### config.mk
export PLATFORM = sky130hd
export DESIGN_NAME = poly_byte_loader_flat
export DESIGN_NICKNAME = d
export VERILOG_FILES = /design/src/rtl/poly_byte_loader_if.sv /design/src/rtl/poly_byte_loader.sv /design/src/flat_wrapper.sv
export SDC_FILE = /design/constraint.sdc
export NUM_CORES = 1
export LEC_CHECK = 0
export BUFFER_PORTS_ARGS = -buffer_cell sky130_fd_sc_hd__buf_4
export CAP_MARGIN = 20
export CORE_MARGIN = 2
export CORE_UTILIZATION = 56
export DETAILED_ROUTE_END_ITERATION = 12
export GPL_ROUTABILITY_DRIVEN = 0
export PLACE_DENSITY = 0.95
export SLEW_MARGIN = 20
export SYNTH_ARGS = -nofsm -noshare
export SYNTH_HDL_FRONTEND = slang
export SYNTH_SLANG_ARGS = --single-unit
### constraint.sdc
create_clock -name clk -period 2.9 [get_ports clk]
set_clock_uncertainty 0.2 [all_clocks]
set_input_delay 0.145 -clock clk [delete_from_list [all_inputs] [get_ports clk]]
set_output_delay 0.145 -clock clk [all_outputs]
set_load 0.005 [all_outputs]
### src/rtl/poly_byte_loader_if.sv
// Byte-stream and dual-port RAM write bundle for poly_byte_loader.
// master = upstream byte source / RAM side, slave = the loader itself.
interface poly_byte_loader_if #(
    parameter int DEPTH = 8
);
    logic             in_valid;
    logic [7:0]       in_data;
    logic             in_ready;
    logic             we_1;
    logic             we_2;
    logic [DEPTH-1:0] addr_1;
    logic [DEPTH-1:0] addr_2;
    logic [15:0]      din_1;
    logic [15:0]      din_2;

    modport master (
        output in_valid, in_data,
        input  in_ready, we_1, we_2, addr_1, addr_2, din_1, din_2
    );

    modport slave (
        input  in_valid, in_data,
        output in_ready, we_1, we_2, addr_1, addr_2, din_1, din_2
    );
endinterface

### src/rtl/poly_byte_loader.sv
// Unpacks a ByteEncode12 byte stream into 12-bit coefficient pairs for a dual-port RAM.
// Optional macro POLY_MOD_REDUCE_EN: subtract q=3329 from coefficients >= q before writing.
module poly_byte_loader #(
    parameter int DEPTH = 8
) (
    input  logic                clk,
    input  logic                rst,
    input  logic                start,
    output logic                busy,
    output logic                done,
    poly_byte_loader_if.slave   bus
);
    localparam int DATA_W = 8;
    localparam int COEF_W = 12;

    localparam logic [1:0] IDLE = 2'd0;
    localparam logic [1:0] RECV = 2'd1;
    localparam logic [1:0] DONE = 2'd2;

    localparam logic [DEPTH-2:0] K_ONE = {{(DEPTH-2){1'b0}}, 1'b1};

    function automatic logic [COEF_W-1:0] reduce_coef(input logic [COEF_W-1:0] c);
`ifdef POLY_MOD_REDUCE_EN
        if (c >= 12'd3329) return c - 12'd3329;
        else               return c;
`else
        return c;
`endif
    endfunction

    logic [1:0]        state_q, state_d;
    logic [1:0]        phase_q, phase_d;
    logic [DEPTH-2:0]  k_q, k_d;
    logic [DATA_W-1:0] b0_q, b0_d;
    logic [DATA_W-1:0] b1_q, b1_d;
    logic              we_q, we_d;
    logic [DEPTH-1:0]  addr1_q, addr1_d;
    logic [DEPTH-1:0]  addr2_q, addr2_d;
    logic [15:0]       din1_q, din1_d;
    logic [15:0]       din2_q, din2_d;

    always_comb begin
        state_d = state_q;
        phase_d = phase_q;
        k_d     = k_q;
        b0_d    = b0_q;
        b1_d    = b1_q;
        we_d    = 1'b0;
        addr1_d = addr1_q;
        addr2_d = addr2_q;
        din1_d  = din1_q;
        din2_d  = din2_q;
        case (state_q)
            IDLE: begin
                if (start) begin
                    state_d = RECV;
                    phase_d = 2'd0;
                    k_d     = '0;
                end
            end
            RECV: begin
                if (bus.in_valid) begin
                    case (phase_q)
                        2'd0: begin
                            b0_d    = bus.in_data;
                            phase_d = 2'd1;
                        end
                        2'd1: begin
                            b1_d    = bus.in_data;
                            phase_d = 2'd2;
                        end
                        default: begin
                            // Third byte completes the group: write both coefficients at once.
                            we_d    = 1'b1;
                            addr1_d = {k_q, 1'b0};
                            addr2_d = {k_q, 1'b1};
                            din1_d  = {4'b0, reduce_coef({b1_q[3:0], b0_q})};
                            din2_d  = {4'b0, reduce_coef({bus.in_data, b1_q[7:4]})};
                            phase_d = 2'd0;
                            k_d     = k_q + K_ONE;
                            if (&k_q) state_d = DONE;
                        end
                    endcase
                end
            end
            DONE:    state_d = IDLE;
            default: state_d = IDLE;
        endcase
    end

    always_ff @(posedge clk or posedge rst) begin
        if (rst) begin
            state_q <= IDLE;
            phase_q <= 2'd0;
            k_q     <= '0;
            b0_q    <= '0;
            b1_q    <= '0;
            we_q    <= 1'b0;
            addr1_q <= '0;
            addr2_q <= '0;
            din1_q  <= '0;
            din2_q  <= '0;
        end else begin
            state_q <= state_d;
            phase_q <= phase_d;
            k_q     <= k_d;
            b0_q    <= b0_d;
            b1_q    <= b1_d;
            we_q    <= we_d;
            addr1_q <= addr1_d;
            addr2_q <= addr2_d;
            din1_q  <= din1_d;
            din2_q  <= din2_d;
        end
    end

    assign bus.in_ready = (state_q == RECV);
    assign bus.we_1     = we_q;
    assign bus.we_2     = we_q;
    assign bus.addr_1   = addr1_q;
    assign bus.addr_2   = addr2_q;
    assign bus.din_1    = din1_q;
    assign bus.din_2    = din2_q;
    assign busy         = (state_q != IDLE);
    assign done         = (state_q == DONE);
endmodule

### src/flat_wrapper.sv
// flat-port wrapper written by rule: the top's interface ports become plain ports
module poly_byte_loader_flat 
#(
    parameter int DEPTH = 8
)
  (clk, rst, start, busy, done, bus_in_valid, bus_in_data, bus_in_ready, bus_we_1, bus_we_2, bus_addr_1, bus_addr_2, bus_din_1, bus_din_2);
  poly_byte_loader_if #(.DEPTH(DEPTH)) bus_i ();
  input  logic clk;
  input  logic rst;
  input  logic start;
  output logic busy;
  output logic done;
  input wire logic [$bits(bus_i.in_valid)-1:0] bus_in_valid;
  input wire logic [$bits(bus_i.in_data)-1:0] bus_in_data;
  output wire logic [$bits(bus_i.in_ready)-1:0] bus_in_ready;
  output wire logic [$bits(bus_i.we_1)-1:0] bus_we_1;
  output wire logic [$bits(bus_i.we_2)-1:0] bus_we_2;
  output wire logic [$bits(bus_i.addr_1)-1:0] bus_addr_1;
  output wire logic [$bits(bus_i.addr_2)-1:0] bus_addr_2;
  output wire logic [$bits(bus_i.din_1)-1:0] bus_din_1;
  output wire logic [$bits(bus_i.din_2)-1:0] bus_din_2;
  assign bus_i.in_valid = bus_in_valid;
  assign bus_i.in_data = bus_in_data;
  assign bus_in_ready = bus_i.in_ready;
  assign bus_we_1 = bus_i.we_1;
  assign bus_we_2 = bus_i.we_2;
  assign bus_addr_1 = bus_i.addr_1;
  assign bus_addr_2 = bus_i.addr_2;
  assign bus_din_1 = bus_i.din_1;
  assign bus_din_2 = bus_i.din_2;
  poly_byte_loader #(.DEPTH(DEPTH)) u_core (.clk(clk), .rst(rst), .start(start), .busy(busy), .done(done), .bus(bus_i));
endmodule
==> flow_summary.json, run 1 <==
{
  "drt_iter0_markers": 132,
  "clockBufferDepth": 2,
  "post_cts_buffers": 0,
  "ys_seq_elements": 60,
  "ant_nets": 0,
  "setup_violations": 0,
  "mostFrequentLayoutCell": "dfrtp_1",
  "yosysTopAreaCell": "dfrtp_1",
  "postCtsHoldBufs": 11,
  "grt_antenna_before_repair": 0,
  "synth_mux_area_share_pct": 21.6,
  "hold_violations": 0,
  "wl_per_cell_um": 15.9,
  "max_freq_mhz": 477,
  "clock_sinks": 60,
  "synth_seq_area_share_pct": 59.2,
  "holdCritPathClass": "input port to asynchronous set/reset pin",
  "netlist_area_um2": 2540,
  "synth_area_per_cell_um2": 13.9,
  "grt_max_degree": 54,
  "synth-adder-area-share_pct": 0.493,
  "core_area_um2": 4350,
  "htree_levels": 3,
  "cellLeakagePower_nw": 1.56,
  "fin_setup_tns_ns": 0,
  "endpoint_kind": "flip-flop",
  "cts_tree": "yes",
  "initial_core_util_pct": 58.3,
  "die_h_um": 71.3,
  "fillers": 267,
  "synth-simple-area-share_pct": 7.94,
  "dpl.hpwl_mm": 3.13,
  "syn_inst": 183,
  "drt_drc_violations_left": 0,
  "yosys-top-cells-area": "dfrtp_1, mux2_2, buf_4",
  "pre_cts_ws_ns": 0.855,
  "synthXorXnorAreaFrac_pct": 0,
  "path_class": "flip-flop to flip-flop",
  "routed_via_density": 5.27,
  "fin_crit_sh_pct": 72.2,
  "run_status": "finished, final reports clean",
  "drive_gt1_share_pct": 50.2,
  "final_util_pct": 74.9,
  "placed_cells": 278,
  "p_total_mw": 3.32,
  "placed_area_um2": 2910,
  "arrival_ns": 2.12,
  "final_cell_area_um2": 3260,
  "critPathRequiredTime_ns": 2.92,
  "cts_root_buffer": "clkbuf_8",
  "antenna_cells": 0,
  "fin_crit_ns": 2.09,
  "drv_slew": 0,
  "worstMarginPinSlew_ns": 0.831,
  "numPortBuffers": 55,
  "first_pass_iters": 4,
  "power.density_nw_per_um2": 1020,
  "std_cell_rows": 24,
  "clk_latency_ns": 0.33,
  "mostFrequentLayoutCells": "dfrtp_1, buf_4, mux2_2, dlygate4sd3_1",
  "die_w_um": 71.3,
  "cts_resized": 0,
  "critPathMaxFanout": 16,
  "rsz0062_at_grt": "false",
  "overflow": 0,
  "num_vias": 1606,
  "cts_buffers": 9,
  "ios": 65,
  "start_kind": "flip-flop",
  "wirelength_mm": 4.85,
  "track_usage_pct": 20.5,
  "final_nets": 261,
  "synth.distinct_cells": 33,
  "clk_pin_slew_ns": 0.07,
  "holdWs_ns": 0.0650,
  "dieArea_um2": 5090,
  "grt_pass1_vias": 1574,
  "worst_slack_ns": 0.805,
  "max-vdd-ir-drop_mv": 0.603,
  "fin_cells": 305,
  "maxCapViolations": 0,
  "synth-compound-area-share_pct": 3.35,
  "synth_top_family_by_area": "multiplexers",
  "synth_top_area_share_pct": 59.2,
  "ys.warnings.count": 0,
  "syn_to_final_growth_pct": 28.5,
  "slew-limit-headroom_pct": 44.3,
  "grt_pass1_wl_mm": 7.71
}
## path summary, 6_finish.rpt
path,from,to,cells after the start,slack (ns)
max in group asynchronous,rst,u_core.k_q[5]$_DFFE_PP0P_,4,1.56
setup / recovery,u_core.state_q[1]$_DFFE_PP0P_,u_core.k_q[6]$_DFFE_PP0P_,4,0.81
hold reg to reg,u_core.bus.addr_2[0]$_DFFE_PP0P_,u_core.bus.addr_2[0]$_DFFE_PP0P_,1,0.28
min in group clk,u_core.bus.addr_2[0]$_DFFE_PP0P_,u_core.bus.addr_2[0]$_DFFE_PP0P_,1,0.28
setup reg to reg,u_core.state_q[1]$_DFFE_PP0P_,u_core.k_q[6]$_DFFE_PP0P_,4,0.81
hold / removal,rst,u_core.k_q[0]$_DFFE_PP0P_,3,0.06
## sequential cells by signal (all words and copies together) (netlist names)
name and count:
u_core.b1_q 8, u_core.bus.we_1 1, u_core.phase_q 2, u_core.bus.din_1 12, u_core.k_q 7, u_core.state_q 2
u_core.bus.din_2 12, u_core.bus.addr_1 1, u_core.bus.addr_2 7, u_core.b0_q 8
## layout make-up
| cell class | instances | area (um2) | area share (%) |
|---|---|---|---|
| multi-input combinational | 102 | 881 | 27.0 |
| clock inverter | 6 | 113 | 3.45 |
| inverter | 5 | 18.8 | 0.576 |
| timing repair buffer | 70 | 553 | 17.0 |
| clock buffer | 10 | 128 | 3.92 |
| tap | 52 | 65.1 | 2.00 |
| sequential | 60 | 1500 | 46.1 |
## where the power goes
part           internal [mW]  switching (mW)  total (mW)
sequential              1.19           0.222        1.41
combinational          0.658           0.347        1.00
clock                  0.572           0.328       0.900
total                   2.42           0.897        3.32
## logic make-up after synthesis
kind of cell	Yosys count
fa+ha+maj	1
other cells	1
mux	46
buf+inv	29
simple gates	32
flops	60
compound gates	14
## per-layer routing
| metal | share of wire, % | GRT usage, % | up-vias | wire length (um) |
|---|---|---|---|---|
| li1 | - | - | 746 | - |
| met1 | 43 | 25.6 | 789 | 2080 |
| met2 | 49 | 32.7 | 58 | 2400 |
| met3 | 4.9 | 5.34 | 13 | 237 |
| met4 | 2.8 | 11.1 | 0 | 136 |
| met5 | 0 | 0 | - | 0 |
## Yosys cell counts, drive strengths merged
master   number
dfrtp        60
mux2         46
buf          22
nand2         6
o21ai         6
inv           5
nand3         5
a21oi         4
nor3          3
or3           3
or3b          3
clkbuf        2
nor2          2
or2           2
a2111oi       1
a311o         1
a31o          1
and2b         1
and3          1
conb          1
ha            1
nand2b        1
nand3b        1
nand4b        1
nor2b         1
nor4          1
o31ai         1
or4           1
## worst max-delay path, stage by stage, from the launching register on
cell and delay [ns]:
dfrtp_1 0.43, nand4b_1 0.47, buf_4 0.37, and3_1 0.20, a311o_1 0.31
No activity file was read; power rests on OpenSTA's default activity.
==> run 2: changes to the inputs <==
Settings changed: CORE_UTILIZATION 56 to 47, PLACE_DENSITY 0.95 to 0.86.
Clock period 2.9 ns to 1.73 ns, I/O delays scaled along.
==> run 2 against run 1 <==
Effect of this change: the run now ends with setup timing left; non-clock buffer count up 19; setup slack worse by 0.84 ns; first-iteration DRC count down 23%; sequential power up 68%; register-to-register slack worse by 0.84 ns; count of clock-buffer cells in the layout up 4; highest routed layer unchanged.
==> flow_summary.json, run 2 (same netlist as run 1, synthesis figures left out) <==
{
  "fin_crit_sh_pct": 102,
  "wirelength_mm": 5.32,
  "wl_per_cell_um": 15.6,
  "arrival_ns": 1.78,
  "grt_antenna_before_repair": 0,
  "critPathMaxFanout": 5,
  "hold_violations": 0,
  "dpl.hpwl_mm": 3.43,
  "placed_area_um2": 3080,
  "std_cell_rows": 26,
  "holdWs_ns": 0.190,
  "maxCapViolations": 0,
  "htree_levels": 3,
  "syn_to_final_growth_pct": 39.3,
  "run_status": "finished, violations left",
  "clockBufferDepth": 2,
  "clock_sinks": 60,
  "final_util_pct": 68.3,
  "grt_pass1_vias": 1711,
  "failed_checks": "setup timing",
  "routed_via_density": 5.13,
  "drive_gt1_share_pct": 58.7,
  "holdCritPathClass": "input port to asynchronous set/reset pin",
  "drt_drc_violations_left": 0,
  "numPortBuffers": 55,
  "overflow": 0,
  "die_h_um": 77.5,
  "final_nets": 280,
  "antenna_cells": 0,
  "ios": 65,
  "track_usage_pct": 17.8,
  "mostFrequentLayoutCells": "buf_4, dfrtp_1, mux2_2, mux2_4",
  "power.density_nw_per_um2": 1530,
  "cellLeakagePower_nw": 1.67,
  "path_class": "flip-flop to flip-flop",
  "final_cell_area_um2": 3530,
  "first_pass_iters": 4,
  "worst_slack_ns": -0.0384,
  "rsz0062_at_grt": "true",
  "cts_root_buffer": "clkbuf_8",
  "pre_cts_ws_ns": -0.0734,
  "num_vias": 1748,
  "start_kind": "flip-flop",
  "fin_crit_ns": 1.77,
  "ant_nets": 0,
  "cts_buffers": 9,
  "critPathRequiredTime_ns": 1.74,
  "mostFrequentLayoutCell": "buf_4",
  "p_total_mw": 5.42,
  "grt_pass1_wl_mm": 8.22,
  "drt_iter0_markers": 102,
  "drv_slew": 0,
  "endpoint_kind": "flip-flop",
  "max-vdd-ir-drop_mv": 0.882,
  "cts_tree": "yes",
  "setup_violations": 16,
  "clk_latency_ns": 0.33,
  "die_w_um": 77.5,
  "dieArea_um2": 6000,
  "clk_pin_slew_ns": 0.06,
  "max_freq_mhz": 565,
  "core_area_um2": 5170,
  "initial_core_util_pct": 49.1,
  "grt_max_degree": 61
}
-- run 2: cell count changes in the layout (fill, tap and decap cells not counted), sizes merged --
cell      before  now
buf           59   78
bufinv         3    0
clkbuf        10   14
clkinv         3    0
clkinvlp       0    2
inv            5    4
-- run 2: repair_timing --
item	4_1_cts	5_1_grt
hold buffers	11	0
gates resized for setup	8	28
endpoints found under the setup margin	40	45
endpoints found under the hold margin	90	0
pin swaps	1	8
setup buffers	2	4
-- run 2: report_power, final --
group | total [mW] | internal [mW] | switching (mW)
clock | 1.09 | 0.592 | 0.498
sequential | 2.37 | 2.00 | 0.372
combinational | 1.96 | 1.31 | 0.650
-- run 2: worst paths after layout --
kind | from | to | slack (ns) | cells after the start
hold / removal | rst | u_core.k_q[6]$_DFFE_PP0P_ | 0.19 | 4
max in group asynchronous | rst | u_core.phase_q[1]$_DFFE_PP0P_ | 0.88 | 4
setup reg to reg | u_core.state_q[1]$_DFFE_PP0P_ | u_core.b0_q[1]$_DFFE_PP0P_ | -0.04 | 5
min in group clk | u_core.bus.addr_2[0]$_DFFE_PP0P_ | u_core.bus.addr_2[0]$_DFFE_PP0P_ | 0.30 | 1
hold reg to reg | u_core.bus.addr_2[0]$_DFFE_PP0P_ | u_core.bus.addr_2[0]$_DFFE_PP0P_ | 0.30 | 1
setup / recovery | u_core.state_q[1]$_DFFE_PP0P_ | u_core.b0_q[1]$_DFFE_PP0P_ | -0.04 | 5
-- run 2: worst max-delay path, stage by stage (launching register included) --
cell	delay, ns
dfrtp_2	0.43
nand3b_4	0.17
buf_6	0.13
nor3_4	0.23
buf_6	0.18
mux2_4	0.31
-- run 2: stage by stage --
stage          std cells  setup TNS (ns)
2_1_floorplan        191               0
4_1_cts              338         -0.0689
3_5_place_dp         310          -0.508
5_1_grt              341           -1.06
6_report             341          -0.239
3_3_place_gp         310               0
-- run 2: layout make-up --
| type | instances | area, um2 |
|---|---|---|
| repair buffers | 89 | 767 |
| inverters | 5 | 22.5 |
| well taps | 70 | 87.6 |
| multi-input cells | 102 | 982 |
| fillers | 339 | 1640 |
| clock buffers | 14 | 163 |
| clock inverters | 1 | 7.51 |
| flip-flops and latches | 60 | 1510 |
-- run 2: layer usage --
| layer | GRT usage, % | share of wire [%] | up-vias |
|---|---|---|---|
| met4 | 10.2 | 2.4 | 0 |
| met1 | 21.6 | 41 | 895 |
| met3 | 5.93 | 5.9 | 13 |
| li1 | - | - | 784 |
| met5 | 0 | 0 | - |
| met2 | 27.8 | 51 | 56 |
==> run 3: changes to the inputs <==
Settings changed: PLACE_DENSITY 0.86 to 0.78.
==> run 3 against run 2 <==
Effect of this change: the flow still finishes with violations (setup timing); register-to-register slack better by 0.03 ns; via count shrank 7.5%; critical endpoint is now u_core.b1_q[7]$_DFFE_PP0P_; design area shrank 2.9%; global-route usage fell by 1.5 points.
==> flow_summary.json, run 3 (same netlist as run 1, synthesis figures left out) <==
{
  "run_status": "finished, violations left",
  "failed_checks": "setup timing",
  "arrival_ns": 1.74,
  "first_pass_iters": 2,
  "drt_drc_violations_left": 0,
  "placed_area_um2": 3040,
  "dieArea_um2": 6000,
  "critPathRequiredTime_ns": 1.73,
  "clock_sinks": 60,
  "grt_pass1_vias": 1581,
  "fin_crit_ns": 1.74,
  "max_freq_mhz": 576,
  "cts_tree": "yes",
  "holdWs_ns": 0.202,
  "cts_buffers": 9,
  "endpoint_kind": "flip-flop",
  "max-vdd-ir-drop_mv": 0.995,
  "std_cell_rows": 26,
  "drive_gt1_share_pct": 54.1,
  "routed_via_density": 4.76,
  "fillers": 385,
  "antenna_cells": 0,
  "pre_cts_ws_ns": -0.0339,
  "critPathMaxFanout": 9,
  "clk_pin_slew_ns": 0.06,
  "syn_to_final_growth_pct": 35.3,
  "die_w_um": 77.5,
  "cts_root_buffer": "clkbuf_8",
  "initial_core_util_pct": 49.1,
  "track_usage_pct": 16.3,
  "maxCapViolations": 0,
  "core_area_um2": 5170,
  "clk_latency_ns": 0.32,
  "drv_slew": 0,
  "mostFrequentLayoutCells": "buf_4, dfrtp_1, mux2_2, clkbuf_8, dlygate4sd3_1",
  "htree_levels": 3,
  "rsz0062_at_grt": "true",
  "drt_iter0_markers": 69,
  "grt_antenna_before_repair": 0,
  "path_class": "flip-flop to flip-flop",
  "setup_violations": 5,
  "overflow": 0,
  "final_cell_area_um2": 3430,
  "numPortBuffers": 55,
  "hold_violations": 0,
  "grt_max_degree": 61,
  "final_nets": 278,
  "power.density_nw_per_um2": 1560,
  "ant_nets": 0,
  "holdCritPathClass": "input port to asynchronous set/reset pin",
  "wl_per_cell_um": 13.9,
  "wirelength_mm": 4.74,
  "clockBufferDepth": 2,
  "final_util_pct": 66.4,
  "ios": 65,
  "dpl.hpwl_mm": 2.97,
  "mostFrequentLayoutCell": "buf_4",
  "grt_pass1_wl_mm": 7.47,
  "num_vias": 1617,
  "die_h_um": 77.5,
  "worst_slack_ns": -0.00722,
  "start_kind": "flip-flop",
  "cellLeakagePower_nw": 1.63,
  "fin_crit_sh_pct": 100
}
[run 3: metrics by stage]
step	setup TNS, ns	total power [mW]	instances
3_3_place_gp	0	4.02	308
6_report	-0.0162	5.37	340
2_1_floorplan	0	3.28	191
5_1_grt	-1.43	5.72	340
3_5_place_dp	-0.0704	4.09	308
4_1_cts	-0.00381	5.37	336
[run 3: cell type report]
type	count	area (um2)	area share, %
flip-flops and latches	60	1500	43.7
multi-input cells	102	913	26.6
clock buffers	16	200	5.83
well taps	70	87.6	2.55
inverters	5	22.5	0.656
repair buffers	87	708	20.6
[run 3: report_power, final]
group          internal [mW]  total, mW  switching (mW)
sequential              2.00       2.35           0.355
combinational           1.20       1.80           0.598
clock                  0.718       1.22           0.498
total                   3.92       5.37            1.45
[run 3: critical path: stages (launching register included)]
cell and delay (ns):
dfrtp_1 0.42, nand3b_4 0.17, or3b_1 0.36, buf_6 0.16, mux2_4 0.29
[run 3: what timing repair did]
item	in CTS	in global routing
hold buffers	11	0
endpoints found under the hold margin	90	0
setup buffers	1	4
resized for setup	4	6
endpoints found under the setup margin	15	38
pin swaps	0	4
[run 3: routing by layer]
metal | track usage, % | part of all wire [%] | vias up
met5 | 0 | 0 | -
met4 | 6.43 | 1.7 | 0
met3 | 6.28 | 4.6 | 7
met2 | 25.9 | 50 | 46
met1 | 19.9 | 44 | 786
li1 | - | - | 778
[run 3: final timing paths]
path | from | end | slack (ns) | cells past startpoint
max reg2reg | u_core.state_q[1]$_DFFE_PP0P_ | u_core.b1_q[7]$_DFFE_PP0P_ | -0.007 | 4
min in group clk | u_core.bus.addr_2[0]$_DFFE_PP0P_ | u_core.bus.addr_2[0]$_DFFE_PP0P_ | 0.27 | 1
min reg2reg | u_core.bus.addr_2[0]$_DFFE_PP0P_ | u_core.bus.addr_2[0]$_DFFE_PP0P_ | 0.27 | 1
max in group asynchronous | rst | u_core.bus.din_2[11]$_DFFE_PP0P_ | 0.87 | 4
min | rst | u_core.bus.din_1[10]$_DFFE_PP0P_ | 0.20 | 4
max | u_core.state_q[1]$_DFFE_PP0P_ | u_core.b1_q[7]$_DFFE_PP0P_ | -0.007 | 4
